## src/rtl/apb_slave_regbank_pkg.sv

```systemverilog
// Shared types and helpers for the APB slave register bank.
// Purely combinational content: no latency and no backpressure of its own.
package apb_pkg;

    localparam int APB_MAX_DATA_W = 64;
    localparam int APB_MAX_STRB_W = APB_MAX_DATA_W / 8;
    localparam int APB_MAX_REGS   = 256;
    localparam int APB_MAX_WAIT   = 15;

    typedef enum logic [1:0] {
        IDLE   = 2'd0,
        WAIT   = 2'd1,
        ACCESS = 2'd2
    } apb_state_e;

    typedef enum logic [1:0] {
        ERR_NONE  = 2'd0,
        ERR_ALIGN = 2'd1,
        ERR_RANGE = 2'd2,
        ERR_RO    = 2'd3
    } apb_err_e;

    function automatic logic [APB_MAX_DATA_W-1:0] byte_merge(
        input logic [APB_MAX_DATA_W-1:0] old_dat,
        input logic [APB_MAX_DATA_W-1:0] new_dat,
        input logic [APB_MAX_STRB_W-1:0] strb
    );
        logic [APB_MAX_DATA_W-1:0] res;
        res = old_dat;
        for (int b = 0; b < APB_MAX_STRB_W; b++) begin
            if (strb[b]) begin
                res[b*8 +: 8] = new_dat[b*8 +: 8];
            end
        end
        return res;
    endfunction

endpackage

```

## src/rtl/apb_slave_regbank_if.sv

```systemverilog
// APB bus bundle between interconnect and register bank; PSTRB exists only with APB_SLV_PSTRB_EN.
// Wires only: no latency; PREADY is the slave's sole backpressure signal.
interface apb_slave_ifc #(
    parameter int ADDR_WIDTH = 12,
    parameter int DATA_WIDTH = 32
);
    logic                    PSEL;
    logic                    PENABLE;
    logic                    PWRITE;
    logic [ADDR_WIDTH-1:0]   PADDR;
    logic [DATA_WIDTH-1:0]   PWDATA;
`ifdef APB_SLV_PSTRB_EN
    logic [DATA_WIDTH/8-1:0] PSTRB;
`endif
    logic [DATA_WIDTH-1:0]   PRDATA;
    logic                    PREADY;
    logic                    PSLVERR;

    modport APB_SLV (
`ifdef APB_SLV_PSTRB_EN
        input  PSTRB,
`endif
        input  PSEL, PENABLE, PWRITE, PADDR, PWDATA,
        output PRDATA, PREADY, PSLVERR
    );

    modport APB_MST (
`ifdef APB_SLV_PSTRB_EN
        output PSTRB,
`endif
        output PSEL, PENABLE, PWRITE, PADDR, PWDATA,
        input  PRDATA, PREADY, PSLVERR
    );
endinterface

```

## src/rtl/apb_slave_regbank_regfile.sv

```systemverilog
// Register storage with byte-lane merge, read-only protection and flat regs_o export.
// Write lands one cycle after we; read port is combinational; never stalls.
module apb_slv_regfile
    import apb_pkg::*;
#(
    parameter int                     DATA_WIDTH = 32,
    parameter int                     NUM_REGS   = 16,
    parameter int                     IDX_W      = 4,
    parameter logic [NUM_REGS-1:0]    RO_MASK    = '0,
    parameter logic [DATA_WIDTH-1:0]  RESET_VAL  = '0
) (
    input  logic                           clk,
    input  logic                           rst_n,
    input  logic                           we,
    input  logic [IDX_W-1:0]               wr_idx,
    input  logic [DATA_WIDTH-1:0]          wr_dat,
    input  logic [DATA_WIDTH/8-1:0]        wr_strb,
    input  logic [IDX_W-1:0]               rd_idx,
    output logic [DATA_WIDTH-1:0]          rd_dat,
    output logic [NUM_REGS*DATA_WIDTH-1:0] regs_o
);

    logic [DATA_WIDTH-1:0] mem_q [NUM_REGS];
    logic [DATA_WIDTH-1:0] mem_d [NUM_REGS];
    logic                  wr_in_range;
    logic                  rd_in_range;

    assign wr_in_range = {1'b0, wr_idx} < (IDX_W+1)'(NUM_REGS);
    assign rd_in_range = {1'b0, rd_idx} < (IDX_W+1)'(NUM_REGS);

    always_comb begin
        mem_d = mem_q;
        if (we && wr_in_range && !RO_MASK[wr_idx]) begin
            mem_d[wr_idx] = DATA_WIDTH'(byte_merge(APB_MAX_DATA_W'(mem_q[wr_idx]),
                                                   APB_MAX_DATA_W'(wr_dat),
                                                   APB_MAX_STRB_W'(wr_strb)));
        end
    end

    always_ff @(posedge clk) begin
        if (!rst_n) begin
            for (int i = 0; i < NUM_REGS; i++) begin
                mem_q[i] <= RESET_VAL;
            end
        end else begin
            mem_q <= mem_d;
        end
    end

    // Read-only entries are never written, but return RESET_VAL explicitly so the intent is local.
    always_comb begin
        rd_dat = '0;
        if (rd_in_range) begin
            rd_dat = RO_MASK[rd_idx] ? RESET_VAL : mem_q[rd_idx];
        end
    end

    for (genvar i = 0; i < NUM_REGS; i++) begin : g_flat
        assign regs_o[i*DATA_WIDTH +: DATA_WIDTH] = mem_q[i];
    end

endmodule

```

## src/rtl/apb_slave_regbank.sv

```systemverilog
// APB slave register bank: FSM, wait-state counter and decode; PSTRB lanes with APB_SLV_PSTRB_EN.
// Latency 2+WAIT_STATES cycles per transfer; backpressure is PREADY held low during wait states.
module apb_slave_regbank
    import apb_pkg::*;
#(
    parameter int                     ADDR_WIDTH  = 12,
    parameter int                     DATA_WIDTH  = 32,
    parameter int                     NUM_REGS    = 16,
    parameter int                     WAIT_STATES = 0,
    parameter logic [NUM_REGS-1:0]    RO_MASK     = '0,
    parameter logic [DATA_WIDTH-1:0]  RESET_VAL   = '0
) (
    input  logic                           PCLK,
    input  logic                           PRESETn,
    apb_slave_ifc.APB_SLV                  apb,
    output logic [NUM_REGS*DATA_WIDTH-1:0] regs_o
);

    localparam int STRB_W = DATA_WIDTH / 8;
    localparam int OFF_W  = $clog2(STRB_W);
    localparam int IDX_W  = (NUM_REGS > 1) ? $clog2(NUM_REGS) : 1;

    localparam logic [1:0] ST_IDLE   = IDLE;
    localparam logic [1:0] ST_WAIT   = WAIT;
    localparam logic [1:0] ST_ACCESS = ACCESS;

    logic [1:0]            state_q,   state_d;
    logic [3:0]            cnt_q,     cnt_d;
    logic [IDX_W-1:0]      idx_q,     idx_d;
    logic                  wr_q,      wr_d;
    logic [DATA_WIDTH-1:0] wdat_q,    wdat_d;
    logic [STRB_W-1:0]     strb_q,    strb_d;
    apb_err_e              err_q,     err_d;
    logic [DATA_WIDTH-1:0] rdat_q,    rdat_d;
    logic [DATA_WIDTH-1:0] prdata_q,  prdata_d;
    logic                  pready_q,  pready_d;
    logic                  pslverr_q, pslverr_d;

    logic [ADDR_WIDTH-1:0] word_addr;
    logic [IDX_W-1:0]      idx;
    logic                  align_bad, range_bad, ro_bad, strb_bad;
    logic [STRB_W-1:0]     strb_in;
    apb_err_e              err_now;
    logic [DATA_WIDTH-1:0] rd_dat, rd_now;
    logic                  commit;

    always_comb begin
        word_addr = apb.PADDR >> OFF_W;
        idx       = word_addr[IDX_W-1:0];
        align_bad = |(apb.PADDR & ADDR_WIDTH'(STRB_W - 1));
        range_bad = ((word_addr >> IDX_W) != '0) || ({1'b0, idx} >= (IDX_W+1)'(NUM_REGS));
        ro_bad    = apb.PWRITE && !range_bad && RO_MASK[idx];
`ifdef APB_SLV_PSTRB_EN
        strb_in   = apb.PSTRB;
        strb_bad  = !apb.PWRITE && (|apb.PSTRB);
`else
        strb_in   = '1;
        strb_bad  = 1'b0;
`endif
        // A strobed read is reported as a lane-alignment fault.
        if (align_bad || strb_bad) begin
            err_now = ERR_ALIGN;
        end else if (range_bad) begin
            err_now = ERR_RANGE;
        end else if (ro_bad) begin
            err_now = ERR_RO;
        end else begin
            err_now = ERR_NONE;
        end
        rd_now = (err_now == ERR_NONE && !apb.PWRITE) ? rd_dat : '0;
    end

    always_comb begin
        state_d = state_q;
        cnt_d   = cnt_q;
        idx_d   = idx_q;
        wr_d    = wr_q;
        wdat_d  = wdat_q;
        strb_d  = strb_q;
        err_d   = err_q;
        rdat_d  = rdat_q;
        commit  = 1'b0;
        case (state_q)
            ST_IDLE: begin
                if (apb.PSEL && !apb.PENABLE) begin
                    idx_d  = idx;
                    wr_d   = apb.PWRITE;
                    wdat_d = apb.PWDATA;
                    strb_d = strb_in;
                    err_d  = err_now;
                    rdat_d = rd_now;
                    if (WAIT_STATES > 0) begin
                        state_d = ST_WAIT;
                        cnt_d   = 4'(WAIT_STATES);
                    end else begin
                        state_d = ST_ACCESS;
                    end
                end
            end
            ST_WAIT: begin
                if (!apb.PSEL) begin
                    state_d = ST_IDLE;
                end else if (cnt_q <= 4'd1) begin
                    state_d = ST_ACCESS;
                end else begin
                    cnt_d = cnt_q - 4'd1;
                end
            end
            ST_ACCESS: begin
                if (!apb.PSEL) begin
                    state_d = ST_IDLE;
                end else if (apb.PENABLE) begin
                    commit  = wr_q && (err_q == ERR_NONE);
                    state_d = ST_IDLE;
                end
            end
            default: state_d = ST_IDLE;
        endcase
        // Response flops follow the next state so nothing combinational reaches the bus.
        pready_d  = (state_d == ST_ACCESS);
        pslverr_d = (state_d == ST_ACCESS) && (err_d != ERR_NONE);
        prdata_d  = (state_d == ST_ACCESS) ? rdat_d : '0;
    end

    always_ff @(posedge PCLK) begin
        if (!PRESETn) begin
            state_q   <= ST_IDLE;
            cnt_q     <= '0;
            idx_q     <= '0;
            wr_q      <= 1'b0;
            wdat_q    <= '0;
            strb_q    <= '0;
            err_q     <= ERR_NONE;
            rdat_q    <= '0;
            prdata_q  <= '0;
            pready_q  <= 1'b0;
            pslverr_q <= 1'b0;
        end else begin
            state_q   <= state_d;
            cnt_q     <= cnt_d;
            idx_q     <= idx_d;
            wr_q      <= wr_d;
            wdat_q    <= wdat_d;
            strb_q    <= strb_d;
            err_q     <= err_d;
            rdat_q    <= rdat_d;
            prdata_q  <= prdata_d;
            pready_q  <= pready_d;
            pslverr_q <= pslverr_d;
        end
    end

    assign apb.PRDATA  = prdata_q;
    assign apb.PREADY  = pready_q;
    assign apb.PSLVERR = pslverr_q;

    apb_slv_regfile #(
        .DATA_WIDTH (DATA_WIDTH),
        .NUM_REGS   (NUM_REGS),
        .IDX_W      (IDX_W),
        .RO_MASK    (RO_MASK),
        .RESET_VAL  (RESET_VAL)
    ) u_regfile (
        .clk     (PCLK),
        .rst_n   (PRESETn),
        .we      (commit),
        .wr_idx  (idx_q),
        .wr_dat  (wdat_q),
        .wr_strb (strb_q),
        .rd_idx  (idx),
        .rd_dat  (rd_dat),
        .regs_o  (regs_o)
    );

endmodule

```

## src/flat_wrapper.sv

```systemverilog
// flat-port wrapper written by rule: the top's interface ports become plain ports
module apb_slave_regbank_flat import apb_pkg::*;
#(
    parameter int                     ADDR_WIDTH  = 12,
    parameter int                     DATA_WIDTH  = 32,
    parameter int                     NUM_REGS    = 16,
    parameter int                     WAIT_STATES = 0,
    parameter logic [NUM_REGS-1:0]    RO_MASK     = '0,
    parameter logic [DATA_WIDTH-1:0]  RESET_VAL   = '0
)
  (PCLK, PRESETn, regs_o, apb_PSEL, apb_PENABLE, apb_PWRITE, apb_PADDR, apb_PWDATA, apb_PRDATA, apb_PREADY, apb_PSLVERR);
  apb_slave_ifc #(.ADDR_WIDTH(ADDR_WIDTH), .DATA_WIDTH(DATA_WIDTH)) apb_i ();
  input  logic PCLK;
  input  logic PRESETn;
  output logic [NUM_REGS*DATA_WIDTH-1:0] regs_o;
  input wire logic [$bits(apb_i.PSEL)-1:0] apb_PSEL;
  input wire logic [$bits(apb_i.PENABLE)-1:0] apb_PENABLE;
  input wire logic [$bits(apb_i.PWRITE)-1:0] apb_PWRITE;
  input wire logic [$bits(apb_i.PADDR)-1:0] apb_PADDR;
  input wire logic [$bits(apb_i.PWDATA)-1:0] apb_PWDATA;
  output wire logic [$bits(apb_i.PRDATA)-1:0] apb_PRDATA;
  output wire logic [$bits(apb_i.PREADY)-1:0] apb_PREADY;
  output wire logic [$bits(apb_i.PSLVERR)-1:0] apb_PSLVERR;
  assign apb_i.PSEL = apb_PSEL;
  assign apb_i.PENABLE = apb_PENABLE;
  assign apb_i.PWRITE = apb_PWRITE;
  assign apb_i.PADDR = apb_PADDR;
  assign apb_i.PWDATA = apb_PWDATA;
  assign apb_PRDATA = apb_i.PRDATA;
  assign apb_PREADY = apb_i.PREADY;
  assign apb_PSLVERR = apb_i.PSLVERR;
  apb_slave_regbank #(.ADDR_WIDTH(ADDR_WIDTH), .DATA_WIDTH(DATA_WIDTH), .NUM_REGS(NUM_REGS), .WAIT_STATES(WAIT_STATES), .RO_MASK(RO_MASK), .RESET_VAL(RESET_VAL)) u_core (.PCLK(PCLK), .PRESETn(PRESETn), .apb(apb_i), .regs_o(regs_o));
endmodule
```

## config.mk

```make
export PLATFORM = sky130hd
export DESIGN_NAME = apb_slave_regbank_flat
export DESIGN_NICKNAME = d
export VERILOG_FILES = /design/src/rtl/apb_slave_regbank_pkg.sv /design/src/rtl/apb_slave_regbank_if.sv /design/src/rtl/apb_slave_regbank_regfile.sv /design/src/rtl/apb_slave_regbank.sv /design/src/flat_wrapper.sv
export SDC_FILE = /design/constraint.sdc
export NUM_CORES = 1
export LEC_CHECK = 0
export CAP_MARGIN = 10
export CORE_MARGIN = 10
export CORE_UTILIZATION = 55
export DETAILED_ROUTE_END_ITERATION = 16
export PLACE_DENSITY = 0.89
export SLEW_MARGIN = 20
export SYNTH_ARGS = -nofsm -noshare
export SYNTH_HDL_FRONTEND = slang
export SYNTH_SLANG_ARGS = --single-unit
```

## constraint.sdc

```tcl
create_clock -name PCLK -period 6.7 [get_ports PCLK]
set_clock_uncertainty 0.1 [all_clocks]
set_input_delay 1.005 -clock PCLK [delete_from_list [all_inputs] [get_ports PCLK]]
set_output_delay 1.005 -clock PCLK [all_outputs]
set_load 0.1 [all_outputs]
```

Word level (Yosys, flattened, before mapping)
Memories as Yosys holds them, arrays and structs flattened. A register that Yosys moved wholly into a read port is not among the register bits.
Cells that the tools add are included.
{"block": "totals", "register_bits": 624, "latch_bits": 0, "mem_bits_rw": 0, "mem_bits_ro": 32, "in_bits": 49, "out_inout_bits": 546, "word_cells": 102, "n_memories": 2}
{"block": "classes", "addsub": 1, "n_mul": 0, "div_mod_pow": 0, "order_cmp": 6, "eq_ne": 3, "shift": 0, "muxes": 39, "bitwise": 3, "reduce_logical": 21}
{"name": "(no name shown)", "words": 16, "width": 1, "read_ports": 1, "rd_ports_with_merged_regs": 0, "write_ports": 0, "line_no": "apb_slave_regbank.sv:52", "text": "ro_bad = apb.PWRITE && !range_bad && RO_MASK[idx];"}
{"name": "(no name shown)", "words": 16, "width": 1, "read_ports": 1, "rd_ports_with_merged_regs": 1, "write_ports": 0, "line_no": "apb_slave_regbank_regfile.sv:33", "text": "if (we && wr_in_range && !RO_MASK[wr_idx]) begin"}
{"op": "bitwise mux 512 bit", "n": 1}
{"op": "2-to-1 mux 32 bit", "n": 9}
{"op": "binary-select mux 32 bit (select 4 bit)", "n": 2}
{"op": "demux 32 bit (select 4 bit)", "n": 1}
{"op": "2-to-1 mux 8 bit", "n": 8}
{"op": "2-to-1 mux 2 bit", "n": 10}
{"op": "nonzero test 12 bit", "n": 1}
{"op": "greater-or-equal comparator 5 bit, second input constant", "n": 2}
{"op": "less-than comparator 4 x 5 -> 1 bit, second input constant", "n": 2}
{"op": "NOT 4 -> 5 bit", "n": 2}
{"op": "logical AND 1 bit", "n": 8}
{"op": "2-to-1 mux 4 bit", "n": 2}
{"op": "logical NOT 2 bit", "n": 3}
{"op": "case mux 2 bit (3 select lines)", "n": 1}
{"op": "less-than comparator 5 x 1 -> 1 bit, second input constant", "n": 1}
{"op": "2-to-1 mux 1 bit", "n": 5}
{"op": "equality test 2 bit, second input constant", "n": 2}
{"op": "<= comparator 4 x 1 -> 1 bit, second input constant", "n": 1}
{"op": "logical NOT 1 bit", "n": 4}
{"op": "AND reduction 2 bit", "n": 2}
{"op": "subtractor 4 x 1 -> 4 bit, second input constant", "n": 1}
{"op": "AND reduction 3 bit", "n": 1}
{"op": "equality test 2 x 1 -> 1 bit, second input constant", "n": 1}
{"op": "nonzero test 2 bit", "n": 1}
{"op": "other kinds (2)", "n": 2}

Logic depth before layout (Yosys ltp)
{"block": "logic_depth", "ltp_word": 12, "ltp_mapped": 9, "mapped_depth_nobuf": 7}

Modules after synthesis
Synthesis repeated with hierarchy kept, for this count alone.
{"block": "unflattened", "cells_unflattened": 3578, "hier_area_um2": 33173.1}
{"mod": "apb_slv_regfile", "n_inst": 1, "cells_each": 3187, "area_each_um2": 29547.1, "seq_area_each_um2": 10249.8}
{"mod": "apb_slave_regbank", "n_inst": 1, "cells_each": 391, "area_each_um2": 3626.0, "seq_area_each_um2": 2242.2}

Worst setup path before layout
Ideal clock, no wire load.
{"block": "synth_path", "kind": "input to register", "from": "in apb_PADDR[4]", "to": "reg u_core.prdata_q[24], in the netlist u_core.apb.PRDATA[24]", "arrival_ps": 2617, "path_slack_ps": 3850, "cell_stages": 8, "path_buffers": 3, "cell_sequence": "clkbuf_1 buf_2 buf_2 mux4_2 mux2i_1 nor3_2 a21oi_1 a21oi_1"}
{"block": "synth_via", "elab_chain_len": 11}
{"item": "from (decl)", "line_no": "flat_wrapper.sv:19", "text": "input wire logic [$bits(apb_i.PADDR)-1:0] apb_PADDR;"}
{"item": "memory (16 x 1 bit)"}
{"item": "2-to-1 mux 1 bit (not written as such)", "line_no": "apb_slave_regbank.sv:52"}
{"item": "logical AND 1 bit", "line_no": "apb_slave_regbank.sv:52"}
{"item": "2-to-1 mux 2 bit", "line_no": "apb_slave_regbank.sv:65", "text": "end else if (ro_bad) begin"}
{"item": "2-to-1 mux 2 bit", "line_no": "apb_slave_regbank.sv:63", "text": "end else if (range_bad) begin"}
{"item": "2-to-1 mux 2 bit", "line_no": "apb_slave_regbank.sv:61", "text": "if (align_bad || strb_bad) begin"}
{"item": "logical NOT 2 bit", "line_no": "apb_slave_regbank.sv:70", "text": "rd_now = (err_now == ERR_NONE && !apb.PWRITE) ? rd_dat : '0;"}
{"item": "logical AND 1 bit", "line_no": "apb_slave_regbank.sv:70"}
{"item": "2-to-1 mux 32 bit *", "line_no": "apb_slave_regbank.sv:70"}
{"item": "2-to-1 mux 32 bit *", "line_no": "apb_slave_regbank.sv:85", "text": "if (apb.PSEL && !apb.PENABLE) begin"}
{"item": "2-to-1 mux 32 bit *", "line_no": "apb_slave_regbank.sv:83", "text": "case (state_q)"}
{"item": "to (signal assigned)", "line_no": "apb_slave_regbank.sv:147", "text": "prdata_q <= prdata_d;"}
{"item": "to (decl)", "line_no": "apb_slave_regbank.sv:35", "text": "logic [DATA_WIDTH-1:0] prdata_q, prdata_d;"}
Mark *: on every way between the ends. The rest lies on a longest branch, timed or not. The select of a mux whose other input is x is not followed.
A chain may end at the register's enable or synchronous reset.

Worst setup path after layout
{"block": "layout_path", "from": "reg u_core.idx_q[1]", "to": "reg u_core.u_regfile.mem_q, in the netlist u_core.u_regfile.regs_o[53]"}
{"block": "layout_via", "elab_chain_len": 7}
{"item": "from (decl)", "line_no": "apb_slave_regbank.sv:29", "text": "logic [IDX_W-1:0] idx_q, idx_d;"}
{"item": "from (signal assigned)", "line_no": "apb_slave_regbank.sv:141", "text": "idx_q <= idx_d;"}
{"item": "NOT 4 -> 5 bit (not written as such) *", "line_no": "apb_slave_regbank_regfile.sv:34", "text": "mem_d[wr_idx] = DATA_WIDTH'(byte_merge(APB_MAX_DATA_W'(mem_q[wr_idx]),"}
{"item": "binary-select mux 32 bit (select 4 bit)", "line_no": "apb_slave_regbank_regfile.sv:34"}
{"item": "2-to-1 mux 32 bit (not written as such) (2 in series)", "line_no": "apb_slave_regbank_regfile.sv:34"}
{"item": "2-to-1 mux 8 bit", "line_no": "apb_slave_regbank_pkg.sv:31", "text": "if (strb[b]) begin"}
{"item": "2-to-1 mux 8 bit", "line_no": "apb_slave_regbank_regfile.sv:33"}
{"item": "bitwise mux 512 bit *", "line_no": "apb_slave_regbank_regfile.sv:34"}
{"item": "to (signal assigned)", "line_no": "apb_slave_regbank_regfile.sv:46", "text": "mem_q <= mem_d;"}
{"item": "to (decl)", "line_no": "apb_slave_regbank_regfile.sv:23", "text": "logic [DATA_WIDTH-1:0] mem_q [NUM_REGS];"}
Marked as above.

==> flow_summary.toml <==
[worst_setup_path]
path_class = "flip-flop to flip-flop"
cp-end-kind = "flip-flop"
cp_data_required_time_ns = 7.13
regToRegSetupSlack_ns = 2.67
worstPathArrival_ns = 4.45
cp_max_fo = 54
start_kind = "flip-flop"

[clocking]
post-cts-setup-buffer-count = 0
clk_latency_ns = 0.62
cts_buffer_depth = 3
cts_resized = 0
cts_hold_buf = 0
tritoncts = "yes"
clock-root-buffer = "clkbuf_16"
clock_sinks = 624
clkSlewWorstSetupHoldPaths_ns = 0.06
htree_levels = 3
numCtsBuffers = 67

[run_status]
status = "complete, no violations"

[timing]
finalHoldViolCount = 0
max_freq_mhz = 248
fin_crit_sh_pct = 60.1
period_minus_slack_ns = 4.03
timing.final.max_slew_violations = 0
whs_ns = 0.359
tightest_slew_ns = 1.21
fin_ws_ns = 2.67
setup_viol = 0
tns_ns = 0
grt_setup_unrepaired = "false"
slew_headroom_pct = 18.8

[floorplanning]
pin_count = 595
die_w_um = 255
die-area_um2 = 64900
core_area_um2 = 54900
start_util_pct = 55.3
row_count = 86
die_height_um = 255

[synthesis]
synth_edf_count = 0
seq_area_frac_synth_pct = 41.2
yosys.area.top_type = "dfxtp_1"
synth_xor_area_share_pct = 0.0578
synth-adder-area-share_pct = 0.0825
yosysMostFrequentCell = "dfxtp_1"
yosys_warnings = 0
synth_top_area_share_pct = 41.2
synthTopCellsByArea = "dfxtp_1, mux4_2, nand3_1"
syn_area_per_cell_um2 = 9.59
synthDistinctLibCells = 57
synth_top_family_by_area = "multiplexers"
synthFlopType = "dfxtp_1"
syn_inst = 3162
synthMuxAreaShare_pct = 20.2
async_flop_share_pct = 0
ys_ff_latch = 624
yosys-top-cells-count = "dfxtp_1, nand3_1, nor2b_1"
synth_compound_area_share_pct = 15.6
syn-num-nets = 3213
synth_simple_gate_area_share_pct = 17.7
syn_area_um2 = 30300

[routing]
drt-met1-wl_um = 48000
dr_wl_met3_um = 23100
highest_layer = "met5"
routedWlPerCell_um = 31.2
ant_nets = 0
wl_um = 134000
drcViolationCount = 0
drt-initial-drc-count = 4898
dr_wl_met2_um = 53900
via_count = 29900
firstDrtPassIters = 6
post_drt_via_cell_ratio = 6.94

[pwr]
peakVddDrop_mv = 0.182
power_frac_seq_pct = 46.0
clkPwrFrac_pct = 47.5
switching_share_pct = 24.8
power.density_nw_per_um2 = 212
p_comb_share_pct = 6.5
switching_power_w = 0.00202
p_leak_nw = 13.2
p_int_w = 0.00613

[global_route]
grt-ovfl-total = 0
antenna_found_initial = 11
grt_pass1_vias = 27300
grt.total_usage_pct = 39.7
grt_max_degree = 252
grt_pass1_wl_um = 192000

[finish]
multiInputGateArea_um2 = 16400
final_nets = 3600
drive_gt1_share_pct = 12.9
final_cells = 4308
finalInstanceArea_um2 = 38500
area_growth_pct = 26.9
fillerInstances = 3960
ff_latch_area_um2 = 12500

[placement]
gp_congestion = 1.04
dp.cells = 4182
place.port_buffers = 594
hpwlAfterDp_um = 93600
dpl_worst_slack_ns = 2.30
place_area_um2 = 36200

[worst_hold_path]
hold_class = "flip-flop to flip-flop"

[job]
maxCapViolations = 0
[power groups by stage]
| stage | registers [W] | clock network [W] | logic [W] |
|---|---|---|---|
| after floorplan | 0.00381 | 0 | 0.000363 |
| after global placement | 0.00383 | 0 | 0.000496 |
| after detailed placement | 0.00383 | 0 | 0.000502 |
| after CTS | 0.00375 | 0.00385 | 0.000505 |
| after global routing | 0.00375 | 0.00399 | 0.000547 |
| final | 0.00375 | 0.00387 | 0.000532 |
[cell families (layout without fill, tap and decap cells)]
logic type      Yosys count  after routing
compound gates          781            781
xor+xnor                  2              2
mux                     370            370
flops                   624            624
simple gates           1050           1050
fa+ha+maj                 2              2
buf+inv                 333            773
other cells               0              2
[critical path: stages, from the launching register on]
cell     delay, ns
dfxtp_4       0.87
buf_4         0.61
buf_4         0.47
mux4_2        0.40
o22ai_1       0.10
nor3_1        0.56
o21ai_1       0.31
buf_4         0.29
o21ai_0       0.19
[routing by layer]
metal | up-vias | track usage, %
li1 | 12400 | -
met1 | 14400 | 51.6
met2 | 2655 | 54.0
met3 | 471 | 18.0
met4 | 12 | 22.1
met5 | - | 0
[area by class of cell]
type	instances	area share, %
Antenna cell	2	0.0130
Timing Repair Buffer	646	16.6
Sequential cell	624	32.5
Clock inverter	27	0.803
Inverter	5	0.0488
Clock buffer	95	5.08
Tap cell	704	2.29
Multi-Input combinational cell	2205	42.7
[flip-flops by register name, summed over array words and instances (netlist names), 2 cells and up]
name                     flops
u_core.cnt_q                 4
u_core.err_q                 2
u_core.idx_q                 4
u_core.wdat_q               32
u_core.state_q               2
u_core.u_regfile.regs_o    512
u_core.apb.PRDATA           32
u_core.rdat_q               32
[worst paths after layout]
kind                                         from                          end  cells after the start
worst min register to register  u_core.rdat_q[26]        u_core.apb.PRDATA[26]                      2
worst max-delay path              u_core.idx_q[1]  u_core.u_regfile.regs_o[53]                      8
worst min-delay path            u_core.rdat_q[26]        u_core.apb.PRDATA[26]                      2
worst max register to register    u_core.idx_q[1]  u_core.u_regfile.regs_o[53]                      8
[per-stage QoR]
step           utilization, %  total power (W)
3_5_place_dp             65.9          0.00434
2_1_floorplan               -          0.00418
6_report                 70.1          0.00816
4_1_cts                  70.0          0.00811
3_3_place_gp             65.9          0.00433
5_1_grt                  70.1          0.00829
[cell usage in the layout, fill, tap and decap left out, drive strengths merged, types with 9 or more instances in the layout]
cell / count
a211o: 32
a211oi: 21
a21boi: 68
a21oi: 59
a22oi: 128
buf: 58
clkbuf: 96
clkdlybuf4s50: 587
clkinv: 16
dfxtp: 624
mux2: 46
mux2i: 135
mux4: 189
nand2: 205
nand2b: 31
nand3: 357
nand4b: 9
nor2: 150
nor2b: 211
nor3: 53
o21ai: 399
o22ai: 64
(Power assumes the default switching activity.)
